==> config.mk <==
export PLATFORM = sky130hd
export DESIGN_NAME = bus_master_if
export DESIGN_NICKNAME = d
export VERILOG_FILES = /design/src/rtl/bus_master_if.sv
export SDC_FILE = /design/constraint.sdc
export NUM_CORES = 1
export LEC_CHECK = 0
export CORE_ASPECT_RATIO = 1.75
export CORE_MARGIN = 8
export CORE_UTILIZATION = 39
export CTS_BUF_LIST = sky130_fd_sc_hd__clkbuf_16
export DETAILED_ROUTE_END_ITERATION = 8
export PLACE_DENSITY = 0.86
export SKIP_LAST_GASP = 1
export SLEW_MARGIN = 20
export SYNTH_ARGS = -nofsm -noshare
export SYNTH_HDL_FRONTEND = slang
export SYNTH_SLANG_ARGS = --single-unit
==> constraint.sdc <==
create_clock -name clk -period 1.93 [get_ports clk]
set_clock_uncertainty 0.1 [all_clocks]
set_input_delay 0.579 -clock clk [delete_from_list [all_inputs] [get_ports clk]]
set_output_delay 0.579 -clock clk [all_outputs]
set_load 0.03 [all_outputs]
==> src/rtl/bus_master_if.sv <==
// Requester side of the two-master bus: takes one burst command, runs the request/grant
// handshake, drives the beats with valid/ack and releases the bus so priority can rotate.
module bus_master_if #(
  parameter int unsigned ADDR_W      = 8,
  parameter int unsigned DATA_W      = 8,
  parameter int unsigned LEN_W       = 2,
  parameter int unsigned ACK_TIMEOUT = 15
) (
  input  logic              clk,
  input  logic              rst_n,
  input  logic              cmd_valid,
  output logic              cmd_ready,
  input  logic              cmd_we,
  input  logic [ADDR_W-1:0] cmd_addr,
  input  logic [LEN_W-1:0]  cmd_len,
  input  logic [DATA_W-1:0] wdata,
  input  logic              wdata_valid,
  output logic              wdata_ready,
  output logic [DATA_W-1:0] rd_data,
  output logic              rd_valid,
  output logic              done,
  output logic              err,
  output logic              request,
  input  logic              grant,
  output logic              bus_valid,
  output logic              bus_we,
  output logic [ADDR_W-1:0] bus_addr,
  output logic [DATA_W-1:0] bus_wdata,
  input  logic [DATA_W-1:0] bus_rdata,
  input  logic              bus_ack
);

  localparam int unsigned TimerW = $clog2(ACK_TIMEOUT + 1);

  typedef enum logic [1:0] {StIdle, StReq, StXfer, StRelease} state_e;

  state_e              state_q;
  logic                we_q;
  logic [ADDR_W-1:0]   base_q;
  logic [LEN_W-1:0]    len_q;
  logic [LEN_W-1:0]    beat_q;
  logic [TimerW-1:0]   timer_q;
  logic [DATA_W-1:0]   rd_data_q;
  logic                request_q;
  logic                rd_valid_q;
  logic                done_q;
  logic                err_q;

  logic                in_xfer;
  logic                beat_ok;

  assign in_xfer     = (state_q == StXfer);
  // A write beat is only offered once its data is present; losing grant kills valid at once.
  assign bus_valid   = in_xfer & grant & (~we_q | wdata_valid);
  assign beat_ok     = bus_valid & bus_ack;
  assign bus_we      = we_q;
  assign bus_addr    = base_q + ADDR_W'(beat_q);
  assign bus_wdata   = in_xfer ? wdata : '0;
  assign wdata_ready = beat_ok & we_q;
  assign cmd_ready   = (state_q == StIdle);
  assign request     = request_q;
  assign rd_data     = rd_data_q;
  assign rd_valid    = rd_valid_q;
  assign done        = done_q;
  assign err         = err_q;

  always_ff @(posedge clk or negedge rst_n) begin
    if (!rst_n) begin
      state_q    <= StIdle;
      we_q       <= 1'b0;
      base_q     <= '0;
      len_q      <= '0;
      beat_q     <= '0;
      timer_q    <= '0;
      rd_data_q  <= '0;
      request_q  <= 1'b0;
      rd_valid_q <= 1'b0;
      done_q     <= 1'b0;
      err_q      <= 1'b0;
    end else begin
      rd_valid_q <= 1'b0;
      done_q     <= 1'b0;
      err_q      <= 1'b0;
      unique case (state_q)
        StIdle: begin
          if (cmd_valid) begin
            we_q      <= cmd_we;
            base_q    <= cmd_addr;
            len_q     <= cmd_len;
            beat_q    <= '0;
            timer_q   <= '0;
            request_q <= 1'b1;
            state_q   <= StReq;
          end
        end
        StReq: begin
          if (grant) state_q <= StXfer;
        end
        StXfer: begin
          if (!grant) begin
            // Beat and timer are kept so the burst resumes where it stopped.
            state_q <= StReq;
          end else if (beat_ok) begin
            timer_q <= '0;
            if (!we_q) begin
              rd_data_q  <= bus_rdata;
              rd_valid_q <= 1'b1;
            end
            if (beat_q == len_q) begin
              done_q    <= 1'b1;
              request_q <= 1'b0;
              state_q   <= StRelease;
            end else begin
              beat_q <= beat_q + LEN_W'(1);
            end
          end else if (bus_valid) begin
            if (timer_q == TimerW'(ACK_TIMEOUT - 1)) begin
              done_q    <= 1'b1;
              err_q     <= 1'b1;
              request_q <= 1'b0;
              state_q   <= StRelease;
            end else begin
              timer_q <= timer_q + TimerW'(1);
            end
          end
        end
        StRelease: begin
          if (!grant) state_q <= StIdle;
        end
        default: state_q <= StIdle;
      endcase
    end
  end

endmodule
==> flow_metrics.env <==
export IMPL_fin_total_pwr_mw=4.61
export IMPL_cts_tree="yes"
export IMPL_leakage_nw=1.34
export IMPL_critPathBufInv=2
export IMPL_register_area_sq_um=776
export IMPL_n_antenna_cell=0
export IMPL_io_pins=65
export IMPL_cts_made_buffers=5
export IMPL_relSlewSlack_pct=64.8
export IMPL_clkSlewWorstSetupHoldPaths_ps=50
export IMPL_overflow=0
export IMPL_cp_end_kind="output pin"
export IMPL_syn_to_final_growth_pct=81.0
export IMPL_drt_iter0_markers=77
export IMPL_hold_class="flip-flop to flip-flop"
export IMPL_finalSetupTns_ps=-4260
export IMPL_fin_ws_ps=-667
export IMPL_core_area_sq_um=4110
export IMPL_multi_input_area_sq_um=1010
export IMPL_yosys_area_top_type="dfrtp_1"
export IMPL_final_area_sq_um=2990
export IMPL_fill_cells=277
export IMPL_gp_congestion=0.856
export IMPL_drt_pre_antenna_iters=4
export IMPL_fin_cells=299
export IMPL_wl_per_cell_um=16.9
export IMPL_drc_errors=0
export IMPL_die_width_um=65.2
export IMPL_clockBufferDepth=2
export IMPL_synthCells=149
export IMPL_ant_nets=0
export IMPL_hpwl_mm=3.46
export IMPL_critPathTopFamily="adder cells"
export IMPL_htree_levels=2
export IMPL_num_vias=1532
export IMPL_worstPathMaxFanout=2
export IMPL_path_class="flip-flop to output pin"
export IMPL_max_slew_worst_pin_slew_ps=525
export IMPL_grt_usage_pct=15.8
export IMPL_ctsHoldBuffers=0
export IMPL_ys_warn_count=0
export IMPL_synth_top_area_share_pct=47.0
export IMPL_rows=31
export IMPL_place_area_sq_um=2560
export IMPL_max_freq_mhz=385
export IMPL_failed_checks="setup timing"
export IMPL_die_y_um=102
export IMPL_irDropWorstVdd_v=0.000988
export IMPL_seq_area_frac_synth_pct=47.0
export IMPL_crit_path_cell_trace="ha_2 -> inv_2 -> fa_2 -> nor2b_4 -> nand4_1 -> xnor2_4 -> buf_6"
export IMPL_final_nets=288
export IMPL_antenna_found_initial=0
export IMPL_grt_pass1_vias=1702
export IMPL_grt_max_degree=32
export IMPL_grt_pass1_wl_mm=8.13
export IMPL_ys_seq_elements=31
export IMPL_wirelength_mm=5.05
export IMPL_syn_area_per_cell_sq_um=11.1
export IMPL_crit_arrival_ps=1920
export IMPL_clk_latency_ps=280
export IMPL_setup_violations=17
export IMPL_final_layout_size_suffix_gt1_share_pct=46.8
export IMPL_fin_crit_sh_pct=135
export IMPL_hold_violations=0
export IMPL_synth_net_count=187
export IMPL_die_area_sq_um=6650
export IMPL_worst_setup_path_start_kind="flip-flop"
export IMPL_rsz0062_at_grt="true"
export IMPL_cts_root_buf="clkbuf_16"
export IMPL_synthesis_area_sq_um=1650
export IMPL_drt_vias_per_instance=5.12
export IMPL_required_ps=1250
export IMPL_power_density_nw_per_um2=1540
export IMPL_port_buffers=64
export IMPL_dp_slack_ps=-485
export IMPL_start_util_pct=40.1
export IMPL_cp_slowest_cell="fa_2"
export IMPL_status="finished with violations"
export IMPL_clock_sinks=31
export IMPL_dp_cells=279
export IMPL_period_minus_slack_ps=2600
export IMPL_drv_slew=0
export IMPL_max_stage_delay_ps=370
export IMPL_yosysUniqueCellTypes=36
export IMPL_maxCapViolCount=0
export IMPL_synth_area_leaders="dfrtp_1 47%, mux2_2 12%, xnor2_1 4.8%, and2_1 3.0%, ha_1 3.0%"
-- sequential cells by signal (all words and copies together), names as in the netlist --
| register | count |
|---|---|
| base_q | 8 |
| rd_data | 8 |
| timer_q | 4 |
| beat_q | 2 |
| len_q | 2 |
| state_q | 2 |
| bus_we | 1 |
| done | 1 |
| err | 1 |
| rd_valid | 1 |
| request | 1 |
-- Yosys cell counts (all sizes together) --
master	number
nor3b	3
a31oi	3
o41ai	1
mux2	18
o21ai	6
a21o	1
xor2	2
mux2i	1
dfrtp	31
or4	2
and2b	2
nand2	9
o32ai	1
a2111oi	1
and3	3
or2	1
nor2	7
nand2b	3
o211ai	1
nor2b	3
o22a	1
fa	1
ha	4
nand4	4
inv	8
and2	8
xnor2	9
a21oi	3
nand3	3
a211oi	3
buf	6
-- cell type report --
class	instances	area share, %
sequential	31	26.0
inverter	8	1.09
timing repair buffer	100	32.7
clock buffer	5	4.19
tap	49	2.05
clock inverter	2	0.293
multi-input combinational	104	33.7
-- placed cells by master (no fill, tap or decap), drive strengths merged, types with 2 or more instances in the layout --
cell | Yosys | routed
a21oi | 3 | 3
inv | 8 | 8
nor3b | 3 | 3
clkdlybuf4s50 | 0 | 29
nand3 | 3 | 3
clkbuf | 0 | 5
dlygate4sd2 | 0 | 14
a211oi | 3 | 3
buf | 6 | 56
nand4 | 4 | 4
o21ai | 6 | 6
xnor2 | 9 | 9
xor2 | 2 | 2
and2b | 2 | 2
nor2b | 3 | 3
and3 | 3 | 3
mux2 | 18 | 18
clkinv | 0 | 2
or4 | 2 | 2
nand2 | 9 | 9
dfrtp | 31 | 31
ha | 4 | 4
and2 | 8 | 8
nor2 | 7 | 7
nand2b | 3 | 3
a31oi | 3 | 3
-- per-layer routing --
| metal | track usage [%] | routed length [um] | vias up |
|---|---|---|---|
| li1 | - | - | 718 |
| met1 | 15.1 | 1700 | 747 |
| met4 | 7.77 | 148 | 0 |
| met2 | 29.6 | 2900 | 56 |
| met3 | 4.39 | 301 | 11 |
| met5 | 0 | 0 | - |
-- logic make-up after synthesis --
family	synth area share, %
XOR/XNOR	5.84
buffers and inverters	3.94
AO/OA/AOI/OAI	9.63
adder cells (fa/ha/maj)	4.25
multiplexers	12.9
AND/OR/NAND/NOR	16.5
flip-flops	47.0
-- power breakdown --
part / switching, mW / leakage, nW / internal (mW)
logic: 1.41 / 0.889 / 1.36
clock network: 0.258 / 0.0671 / 0.461
registers: 0.204 / 0.388 / 0.909
-- final timing paths --
path	slack (ps)	startpoint	to	depth (start not counted)
hold / removal	390	rd_data[4]$_DFFE_PN0P_	rd_data[4]$_DFFE_PN0P_	1
setup / recovery	-670	beat_q[0]$_DFFE_PN0P_	bus_addr[6]	7
hold reg to reg	390	rd_data[4]$_DFFE_PN0P_	rd_data[4]$_DFFE_PN0P_	1
min in group asynchronous	580	rst_n	timer_q[0]$_DFFE_PN0P_	2
setup reg to reg	10	state_q[0]$_DFFE_PN0P_	rd_data[6]$_DFFE_PN0P_	7
max in group asynchronous	980	rst_n	rd_data[4]$_DFFE_PN0P_	2
-- per-stage QoR --
stage	hold WS (ps)	utilization, %
2_1_floorplan	183	-
3_3_place_gp	386	62.4
3_5_place_dp	395	62.4
4_1_cts	401	70.8
5_1_grt	419	72.6
6_report	393	72.6
-- timing repair --
action | CTS | global route
gates resized for setup | 62 | 7
gates cloned | 1 | 0
setup buffers | 8 | 4
pin swaps | 13 | 3
endpoints found under the setup margin | 34 | 21
Note: power is estimated with default switching activity, not from simulation.
==> patch, RTL diff (config.mk and constraints unchanged) <==
`LEN_W`: 2 -> 4.
--- a/src/rtl/bus_master_if.sv
+++ b/src/rtl/bus_master_if.sv
@@ -4,5 +4,5 @@
   parameter int unsigned ADDR_W      = 8,
   parameter int unsigned DATA_W      = 8,
-  parameter int unsigned LEN_W       = 2,
+  parameter int unsigned LEN_W       = 4,
   parameter int unsigned ACK_TIMEOUT = 15
 ) (
Ports: changed (resized cmd_len); port bits go from 65 to 67. No check against the original RTL was run, so the function may have changed too.
==> patch against the original RTL <==
The flow still finishes with violations (setup timing); global-route usage increased by 0.17 points; power decreased by 9.8%; first-iteration DRC count decreased by 45%; synthesized area increased by 12%; synthesized cell count increased by 21%; sequential cell count increased by 4; setup slack got worse by 0.067 ns; design area increased by 5.5%; routed wire length increased by 8.7%.
==> patch: results (changes against the original RTL) <==
| Metric | Value |
|---|---|
| Gpl congestion | `0.805 (was 0.856)` |
| Max-slew headroom | `76.0% (was 64.8%)` |
| Slowest stage cell, crit path | `dfrtp_1 (was fa_2)` |
| Status | `complete, but fails checks (unchanged)` |
| Total track usage | `16.0% (was 15.8%)` |
| First-pass GRT wire length | `8900 um (was 8130 um)` |
| Worst setup margin | `-0.734 ns (was -0.667 ns)` |
| 1st-iter DRT viols | `42 (was 77)` |
| Critical path fanouts, max | `3 (was 2)` |
| Post-synthesis cell type count | `43 (was 36)` |
| DP HPWL | `4000 um (was 3460 um)` |
| Critical R2R Launch | `beat_q[0]$_DFFE_PN0P_ (was state_q[0]$_DFFE_PN0P_)` |
| Port bufs | `66 (was 64)` |
| Pin count of the biggest net entering global routing | `36 (was 32)` |
| Peak VDD IR | `1100 uV (was 988 uV)` |
| # nets final | `332 (was 288)` |
| # setup viols final | `17 (unchanged)` |
| Setup WS pre-CTS | `-0.445 ns (was -0.485 ns)` |
| Post-DP Area | `0.00279 mm2 (was 0.00256 mm2)` |
| Synth top area cells | `dfrtp_1, nand2_1, mux2_2, ha_1, xor2_1 (was dfrtp_1, mux2_2, xnor2_1, and2_1, ha_1)` |
| Failing checks | `setup timing (unchanged)` |
| Hold Path Origin | `base_q[3]$_DFFE_PN0P_ (was rd_data[4]$_DFFE_PN0P_)` |
| Fraction of layout cells with a size suffix above 1 | `38.3% (was 46.8%)` |
| Wire per inst | `16.0 um (was 16.9 um)` |
| Top delay family on crit path | `compound AO/OA/AOI/OAI gates (was adder cells)` |
patch: cell type report:
cell class,count,area [um2]
repair buffers,106,1000
fillers,356,1470
flip-flops and latches,35,876
inverters,4,18.8
multi-input cells,137,1050
clock inverters,3,16.3
clock buffers,5,125
well taps,52,65.1
patch: what timing repair did:
| item | 4_1_cts | 5_1_grt |
|---|---|---|
| endpoints found under the setup margin | 37 | 18 |
| endpoints found under the hold margin | 0 | 0 |
| gates resized for setup | 57 | 4 |
| pin swaps | 16 | 13 |
| buffers inserted | 8 | 5 |
| gates cloned | 1 | 0 |
patch: worst reg2reg max path, cell delays in order, from the launching register on:
cell	delay [ns]
dfrtp_1	0.39
buf_4	0.13
buf_4	0.15
xor2_1	0.20
nor4_2	0.08
buf_4	0.15
nor3b_2	0.30
mux2i_1	0.26
patch: final timing paths:
kind / end / cells past startpoint
min in group asynchronous: base_q[1]$_DFFE_PN0P_ / 2
hold reg to reg: base_q[3]$_DFFE_PN0P_ / 2
setup reg to reg: beat_q[1]$_DFFE_PN0P_ / 7
hold / removal: base_q[3]$_DFFE_PN0P_ / 2
max in group asynchronous: rd_data[3]$_DFFE_PN0P_ / 2
setup / recovery: bus_addr[7] / 8
patch: cells by family after synthesis:
group                    synth area share, %
flip-flops                              47.6
AND/OR/NAND/NOR                         24.0
multiplexers                            7.07
XOR/XNOR                                4.76
buffers and inverters                   2.44
adder cells (fa/ha/maj)                 5.84
AO/OA/AOI/OAI                           8.36
patch: report_power, final:
part	internal, W	switching, W	leakage, nW
sequential	0.000988	0.000200	0.445
combinational	0.00103	0.00119	1.02
clock	0.000470	0.000280	0.0710
patch: stage by stage:
stage / TNS [ns] / util, % / hold slack, ns / std cells / power (W)
after floorplan: -1.82 / - / 0.183 / 181 / 0.00235
after global routing: -5.82 / 68.1 / 0.419 / 342 / 0.00440
after detailed placement: -7.54 / 60.3 / 0.377 / 322 / 0.00320
after CTS: -4.82 / 67.2 / 0.390 / 339 / 0.00413
final: -4.97 / 68.1 / 0.386 / 342 / 0.00416
after global placement: -7.03 / 60.3 / 0.366 / 322 / 0.00314
patch: layer usage:
metal / up-vias / routed length [um] / GRT usage [%] / share of wire, %
li1: 824 / - / - / -
met1: 849 / 1910 / 16.3 / 35
met2: 38 / 3270 / 30.3 / 60
met3: 11 / 187 / 2.30 / 3.4
met4: 0 / 118 / 6.19 / 2.2
met5: - / 0 / 0 / 0
